==> src/rtl/pwm_capture_16bits.sv <==
// Input-capture unit: measures the period and the active time of an external PWM signal in clk
// cycles and publishes one result per rising edge, with saturation, timeout and enable handling.
module pwm_capture_16bits #(
    parameter int WIDTH       = 16,
    parameter int SYNC_STAGES = 2
) (
    input  logic             clk,
    input  logic             reset,
    input  logic             cap_onoff,
    input  logic             polarity,
    input  logic [WIDTH-1:0] timeout,
    input  logic             pwm_in,
    output logic [WIDTH-1:0] period_meas,
    output logic [WIDTH-1:0] high_meas,
    output logic             meas_valid,
    output logic             overflow,
    output logic             no_signal
);

    typedef enum logic [1:0] {
        OFF,
        ARM,
        HIGH,
        LOW
    } state_t;

    localparam logic [WIDTH-1:0] ALL_ONES = '1;

    state_t                 state;
    logic [SYNC_STAGES-1:0] sync_ff;
    logic                   s;
    logic                   prev;
    logic                   rise;
    logic                   fall;
    logic [WIDTH-1:0]       cnt;
    logic [WIDTH-1:0]       high_cap;
    logic [WIDTH:0]         cnt_plus1;
    logic [WIDTH-1:0]       cnt_sat_inc;
    logic                   cnt_full;
    logic                   timed_out;

    assign s    = sync_ff[SYNC_STAGES-1] ^ polarity;
    assign rise = s & ~prev;
    assign fall = ~s & prev;

    // cnt+1 is kept one bit wider so the timeout compare still fires once cnt has saturated
    assign cnt_full    = (cnt == ALL_ONES);
    assign cnt_plus1   = {1'b0, cnt} + {{WIDTH{1'b0}}, 1'b1};
    assign cnt_sat_inc = cnt_full ? ALL_ONES : cnt_plus1[WIDTH-1:0];
    assign timed_out   = (timeout != '0) && (cnt_plus1 >= {1'b0, timeout});

    always_ff @(posedge clk) begin
        if (reset) begin
            sync_ff <= '0;
            prev    <= 1'b0;
        end else begin
            sync_ff <= {sync_ff[SYNC_STAGES-2:0], pwm_in};
            prev    <= s;
        end
    end

    always_ff @(posedge clk) begin
        if (reset) begin
            state       <= OFF;
            cnt         <= '0;
            high_cap    <= '0;
            period_meas <= '0;
            high_meas   <= '0;
            meas_valid  <= 1'b0;
            overflow    <= 1'b0;
            no_signal   <= 1'b0;
        end else begin
            meas_valid <= 1'b0;
            if (!cap_onoff) begin
                state    <= OFF;
                cnt      <= '0;
                high_cap <= '0;
                overflow <= 1'b0;
                no_signal <= 1'b0;
            end else begin
                case (state)
                    OFF: begin
                        state <= ARM;
                        cnt   <= '0;
                    end
                    // The first partial period after arming is never published
                    ARM: begin
                        cnt <= '0;
                        if (rise) begin
                            state <= HIGH;
                        end
                    end
                    HIGH: begin
                        if (timed_out) begin
                            state     <= ARM;
                            cnt       <= '0;
                            no_signal <= 1'b1;
                        end else if (fall) begin
                            state    <= LOW;
                            high_cap <= cnt_sat_inc;
                            cnt      <= cnt_sat_inc;
                            if (cnt_full) begin
                                overflow <= 1'b1;
                            end
                        end else begin
                            cnt <= cnt_sat_inc;
                        end
                    end
                    LOW: begin
                        if (timed_out) begin
                            state     <= ARM;
                            cnt       <= '0;
                            no_signal <= 1'b1;
                        end else if (rise) begin
                            state       <= HIGH;
                            period_meas <= cnt_sat_inc;
                            high_meas   <= high_cap;
                            meas_valid  <= 1'b1;
                            no_signal   <= 1'b0;
                            cnt         <= '0;
                            if (cnt_full) begin
                                overflow <= 1'b1;
                            end
                        end else begin
                            cnt <= cnt_sat_inc;
                        end
                    end
                    default: begin
                        state <= OFF;
                        cnt   <= '0;
                    end
                endcase
            end
        end
    end

endmodule

==> config.mk <==
export PLATFORM = sky130hd
export DESIGN_NAME = pwm_capture_16bits
export DESIGN_NICKNAME = d
export VERILOG_FILES = /design/src/rtl/pwm_capture_16bits.sv
export SDC_FILE = /design/constraint.sdc
export NUM_CORES = 1
export LEC_CHECK = 0
export CAP_MARGIN = 20
export CORE_MARGIN = 2
export CORE_UTILIZATION = 56
export CTS_BUF_LIST = sky130_fd_sc_hd__clkbuf_4
export DETAILED_ROUTE_END_ITERATION = 12
export GPL_TIMING_DRIVEN = 1
export PLACE_DENSITY = 0.79
export SYNTH_ARGS = -nofsm -noshare
export SYNTH_HDL_FRONTEND = slang
export SYNTH_SLANG_ARGS = --single-unit
export TNS_END_PERCENT = 100
==> constraint.sdc <==
create_clock -name clk -period 4.7 [get_ports clk]
set_clock_uncertainty 0.05 [all_clocks]
set_input_delay 0.47 -clock clk [delete_from_list [all_inputs] [get_ports clk]]
set_output_delay 0.47 -clock clk [all_outputs]
set_load 0.03 [all_outputs]
==> Word level (Yosys, flattened, before mapping) <==
Index checks and enable logic that the tools add are counted.
{ "classes": {"add_sub_neg": 1, "order_cmp": 1, "eq_ne": 11, "mux": 21, "bitwise_logic": 8, "reduce_logical": 11} }
{ "op_table": {"columns": ["cell", "count"], "rows": [
  ["two-way mux 16 bit", 4],
  ["one-hot mux 16 bit (3 select lines)", 1],
  ["adder 16 x 1 -> 17 bit (second input constant)", 1],
  [">= comparator 17 x 16 -> 1 bit", 1],
  ["equality test 16 bit (second input constant)", 1],
  ["nonzero test 16 bit", 1],
  ["inequality test 2 bit (second input constant)", 5],
  ["two-way mux 1 bit", 9],
  ["two-way mux 2 bit", 4],
  ["one-hot mux 2 bit (4 select lines)", 1],
  ["inequality test 3 bit (second input constant)", 2],
  ["AND reduction 3 bit", 2],
  ["NOT 1 bit", 5],
  ["AND reduction 5 bit", 1],
  ["equality test 2 bit (second input constant)", 2],
  ["one-hot mux 1 bit (2 select lines)", 2],
  ["AND reduction 4 bit", 1],
  ["OR reduction 2 bit", 2],
  ["OR reduction 4 bit", 1],
  ["bitwise AND 1 bit", 2],
  ["equality test 2 x 1 -> 1 bit (second input constant)", 1],
  ["zero test 2 bit", 1],
  ["nonzero test 2 bit", 1],
  ["logical AND 1 bit", 1],
  ["XOR 1 bit", 1]
]} }
{ "totals": {"reg_bits": 72, "out_inout_bits": 35} }

==> Longest topological paths before layout <==
{ "depth": {"depth_word": 6, "ltp_mapped": 14, "ltp_nobuf": 11} }

==> Least setup slack after synthesis <==
OpenSTA, ideal clock, no wires.
{ "synth_timing": {"kind": "flip-flop to flip-flop", "startpoint": "register cnt[0]", "endpoint": "register period_meas[2]", "setup_time_ns": 0.121, "t_arrival_ns": 3.091, "t_required_ns": 4.529, "setup_slack_ns": 1.438, "stages_incl_launch_ff": 14, "period_less_slack_ns": 3.262, "cell_sequence": "dfxtp_1 ha_1 and4_1 buf_2 nand3_1 xnor2_1 ha_1 a21oi_1 nor3_1 a2111oi_4 nor4b_4 o211ai_2 buf_6 mux2_4"} }
{ "synth_between": {"elab_chain_len": 5, "elab_cells_between_ends": 7, "cone_classes": "1 x add/sub; 1 x order compare; 1 x eq/ne; 1 x mux; 1 x bitwise; 2 x reduce/logical"} }
{ "synth_lines": {"columns": ["element", "line_no", "source"], "rows": [
  ["from (decl)", "35", "logic [WIDTH-1:0] cnt;"],
  ["from (signal assigned)", "101", "cnt <= cnt_sat_inc;"],
  ["from (signal assigned)", "106", "cnt <= cnt_sat_inc;"],
  ["from (signal assigned)", "125", "cnt <= cnt_sat_inc;"],
  ["adder 16 x 1 -> 17 bit", "48", "assign cnt_plus1 = {1'b0, cnt} + {{WIDTH{1'b0}}, 1'b1};"],
  [">= comparator 17 x 16 -> 1 bit", "50", "assign timed_out = (timeout != '0) && (cnt_plus1 >= {1'b0, timeout});"],
  ["logical AND 1 bit", "50", null],
  ["NOT 1 bit (no source line)", null, null],
  ["AND reduction 4 bit (no source line)", null, null],
  ["to (signal assigned)", "116", "period_meas <= cnt_sat_inc;"],
  ["to (decl)", "13", "output logic [WIDTH-1:0] period_meas,"]
]} }
Parallel ways exist; a longest one is shown, timed or not.
A chain may end at the register's enable or synchronous reset.

==> Worst setup path after layout <==
{ "layout_timing": {"startpoint": "register cnt[0]", "endpoint": "register high_cap[6]"} }
{ "layout_between": {"elab_chain_len": 5, "elab_cells_between_ends": 7, "cone_classes": "1 x add/sub; 1 x order compare; 1 x eq/ne; 1 x mux; 1 x bitwise; 2 x reduce/logical"} }
{ "layout_lines": {"columns": ["element", "line_no", "source"], "rows": [
  ["adder 16 x 1 -> 17 bit", "48", null],
  [">= comparator 17 x 16 -> 1 bit", "50", null],
  ["logical AND 1 bit", "50", null],
  ["NOT 1 bit (no source line)", null, null],
  ["AND reduction 3 bit (no source line)", null, null],
  ["to (signal assigned)", "100", "high_cap <= cnt_sat_inc;"],
  ["to (decl)", "36", "logic [WIDTH-1:0] high_cap;"]
]} }
Parallel ways exist; a longest one is shown, timed or not.

==> impl_results.md <==
* Total CTS buffers at 9
* Period utilisation layout at 84.2%
* VDD IR max at 0.000176 V
* Max Freq at 253 MHz
* Initial antenna violation count at 0
* CTS Hold Bufs at 0
* Critical path endpoint category: flip-flop
* Cell Rows at 29
* Tot Pwr at 1080 uW
* Max-Cap Viols at 0
* Post-Synthesis Cell Area at 3730 um^2
* First-pass GRT wire length at 13800 um
* Yosys reg bits at 72
* Layout area overhead at 18.4%
* Placed Area at 4280 um^2
* Starting Density at 58.4%
* Status: complete, no violations
* H-tree levels at 3
* Reg area at 1440 um^2
* CTS Root Cell: clkbuf_4
* Worst reg2reg startpoint: cnt[0]
* CTS tree: done
* Synth async-reset ratio at 0%
* PortBufs at 55
* Final #Nets at 489
* Top-level I/O count at 56
* Worst Path Required at 4.98 ns
* Final Cell Area at 4420 um^2
* Routability Congestion at 0.939
* Max-slew violation count at 0
* Vias at 2971
* Routed wire per std cell at 15.5 um
* Final ANT Viol Nets at 0
* Fin util at 69.2%
* Post-synth cell types at 42
* Placed Cells at 517
* Total Wirelength at 8290 um
* Hold Fails Final Rpt at 0
* Vias in the first global route at 2864
* Sequential area share after synthesis at 38.6%
* Power Density at 244 nW/um^2
* Layout Cells excl Fill at 533
* Die span in y at 85.6 um
* Reg clk slew, reported paths at 0.13 ns
* Worst Hold Class: flip-flop to flip-flop
* Syn nets at 443
* Worst R2R End: high_cap[6]
* Die area at 7330 um^2
* Worst-case clock buffer depth at 2
* Critical path peak fanout at 12
* # diodes at 0
* Slew HR at 37.6%
* Initial drt markers at 184
* Routed vias/inst at 5.57
* Critical Path AT at 4.24 ns
* Die W at 85.6 um
* Top post-synthesis cells by area: dfxtp_1 39%, mux2i_1 9.9%, nand2b_1 7.7%
* Worst R2R Path Depth at 11
* Post-layout min period at 3.96 ns
* Skew-Pair Late Insertion Delay at 0.41 ns
* Top-area cell type share of the netlist area at 38.6%
* Layout cells sized above 1 at 8.77%
* Core Region at 6390 um^2
* Largest net degree at the start of global routing at 70
* Syn Inst Count at 405
* Fillers at 513
* Syn. warnings at 0
* Setup Viol. Count Final at 0
* Critical Path Sink: high_cap[6]
* CTS Sinks at 72
* Post-DP HPWL at 6090 um
* DRC viols at 0
* Worst Tran Pin Value at 0.936 ns
* Crit path from: cnt[0]
* Final setup TNS at 0 ns
* Post-CTS Setup Inserts at 0
* Synth area leader: dfxtp_1
* GRT overflow at 0
* Cts repair resizes at 0
* Startpoint types: flip-flop
* Most common flop cell mapped by yosys: dfxtp_1
* Multi-input gate area at 2100 um^2
* R2R setup slack at 0.74 ns
* RSZ-0062 raised after global routing: false
* Tot GR Track Use at 23.8%
* Pleak at 0.00170 uW
* Pre-antenna DRT Iters at 5
* EDFF count, synth at 0
* CP Class: flip-flop to flip-flop
* Syn_area_per_cell at 9.21 um^2
[metal layers]
layer / GRT usage (%) / part of all wire (%) / vias to the layer above
met5: 0 / 0 / -
met4: 10.8 / 2.8 / 0
met3: 4.72 / 5.1 / 20
met2: 39.4 / 48 / 83
met1: 30.0 / 44 / 1390
li1: - / - / 1478
[cells in the mapped netlist (8+ instances only)]
library cell / instances
dfxtp_1: 72
nand2b_1: 46
mux2i_1: 37
nand2_1: 34
nor2_1: 30
ha_1: 17
inv_1: 16
clkbuf_1: 15
nor2b_1: 15
nor4_1: 15
o21ai_0: 14
xnor2_1: 13
a21oi_1: 10
nand3_1: 8
[logic make-up after synthesis]
| logic type | after synthesis | share of synthesized area (%) |
|---|---|---|
| AOI/OAI and AO/OA | 36 | 6.51 |
| xor gates and xnor gates | 15 | 3.52 |
| adders and majority gates | 17 | 5.70 |
| buffers and inverters | 40 | 5.00 |
| DFF | 72 | 38.6 |
| muxes | 49 | 14.3 |
| and+or+nand+nor | 176 | 26.4 |
[placed cells by master (no fill, tap or decap), types with 13 or more instances in the layout]
| cell type | Yosys | layout |
|---|---|---|
| nor2b_1 | 15 | 15 |
| o21ai_0 | 14 | 14 |
| dfxtp_1 | 72 | 72 |
| nor4_1 | 15 | 15 |
| clkdlybuf4s50_1 | 0 | 54 |
| inv_1 | 16 | 16 |
| mux2i_1 | 37 | 37 |
| xnor2_1 | 13 | 13 |
| ha_1 | 17 | 17 |
| nor2_1 | 30 | 30 |
| nand2_1 | 34 | 34 |
| nand2b_1 | 46 | 46 |
[area by class of cell]
cell class	instances	area share, %
multi-input combinational	293	47.6
sequential	72	32.6
timing repair buffer	59	13.0
tap	77	2.18
clock buffer	10	1.70
clock inverter	6	1.53
inverter	16	1.36
[worst max-delay path, stage by stage, from the launching register on]
cell	delay (ns)
dfxtp_1	0.44
ha_1	0.24
and4_1	0.39
nand3_1	0.15
xnor2_1	0.35
ha_1	0.32
a21oi_1	0.15
nor3_1	0.10
a2111oi_4	0.37
nor4b_4	0.39
o21a_1	0.64
mux2i_1	0.26
[power by group]
part           internal, uW  switching, uW  leakage, uW  total, uW
Clock                   170            228    0.0000730        398
Combinational          30.6           36.5      0.00105       67.1
Sequential              612           1.85     0.000581        614
Total                   813            266      0.00170       1080
[sequential cells by signal, indices dropped and copies added (netlist names)]
name and count:
prev 1, period_meas 16, no_signal 1, sync_ff 2, meas_valid 1, state 2, cnt 16, high_cap 16
high_meas 16, overflow 1
[how the worst min path moves through the flow]
| stage | from | endpoint | slack [ns] | depth (start not counted) |
|---|---|---|---|---|
| 6_report | sync_ff[0] | sync_ff[1] | 0.40 | 1 |
| 5_1_grt | sync_ff[0] | sync_ff[1] | 0.41 | 1 |
| 4_1_cts | sync_ff[0] | sync_ff[1] | 0.41 | 1 |
| 3_5_place_dp | sync_ff[0] | sync_ff[1] | 0.38 | 1 |
| 3_3_place_gp | sync_ff[0] | sync_ff[1] | 0.37 | 1 |
| 2_1_floorplan | sync_ff[0] | sync_ff[1] | 0.36 | 1 |
[stage by stage]
step	setup WS (ns)	hold WS, ns
after CTS	0.772	0.407
after global routing	0.473	0.413
final	0.744	0.402
after floorplan	1.44	0.364
after detailed placement	0.818	0.377
after global placement	0.941	0.367
Power figures use the tool's default switching activity.
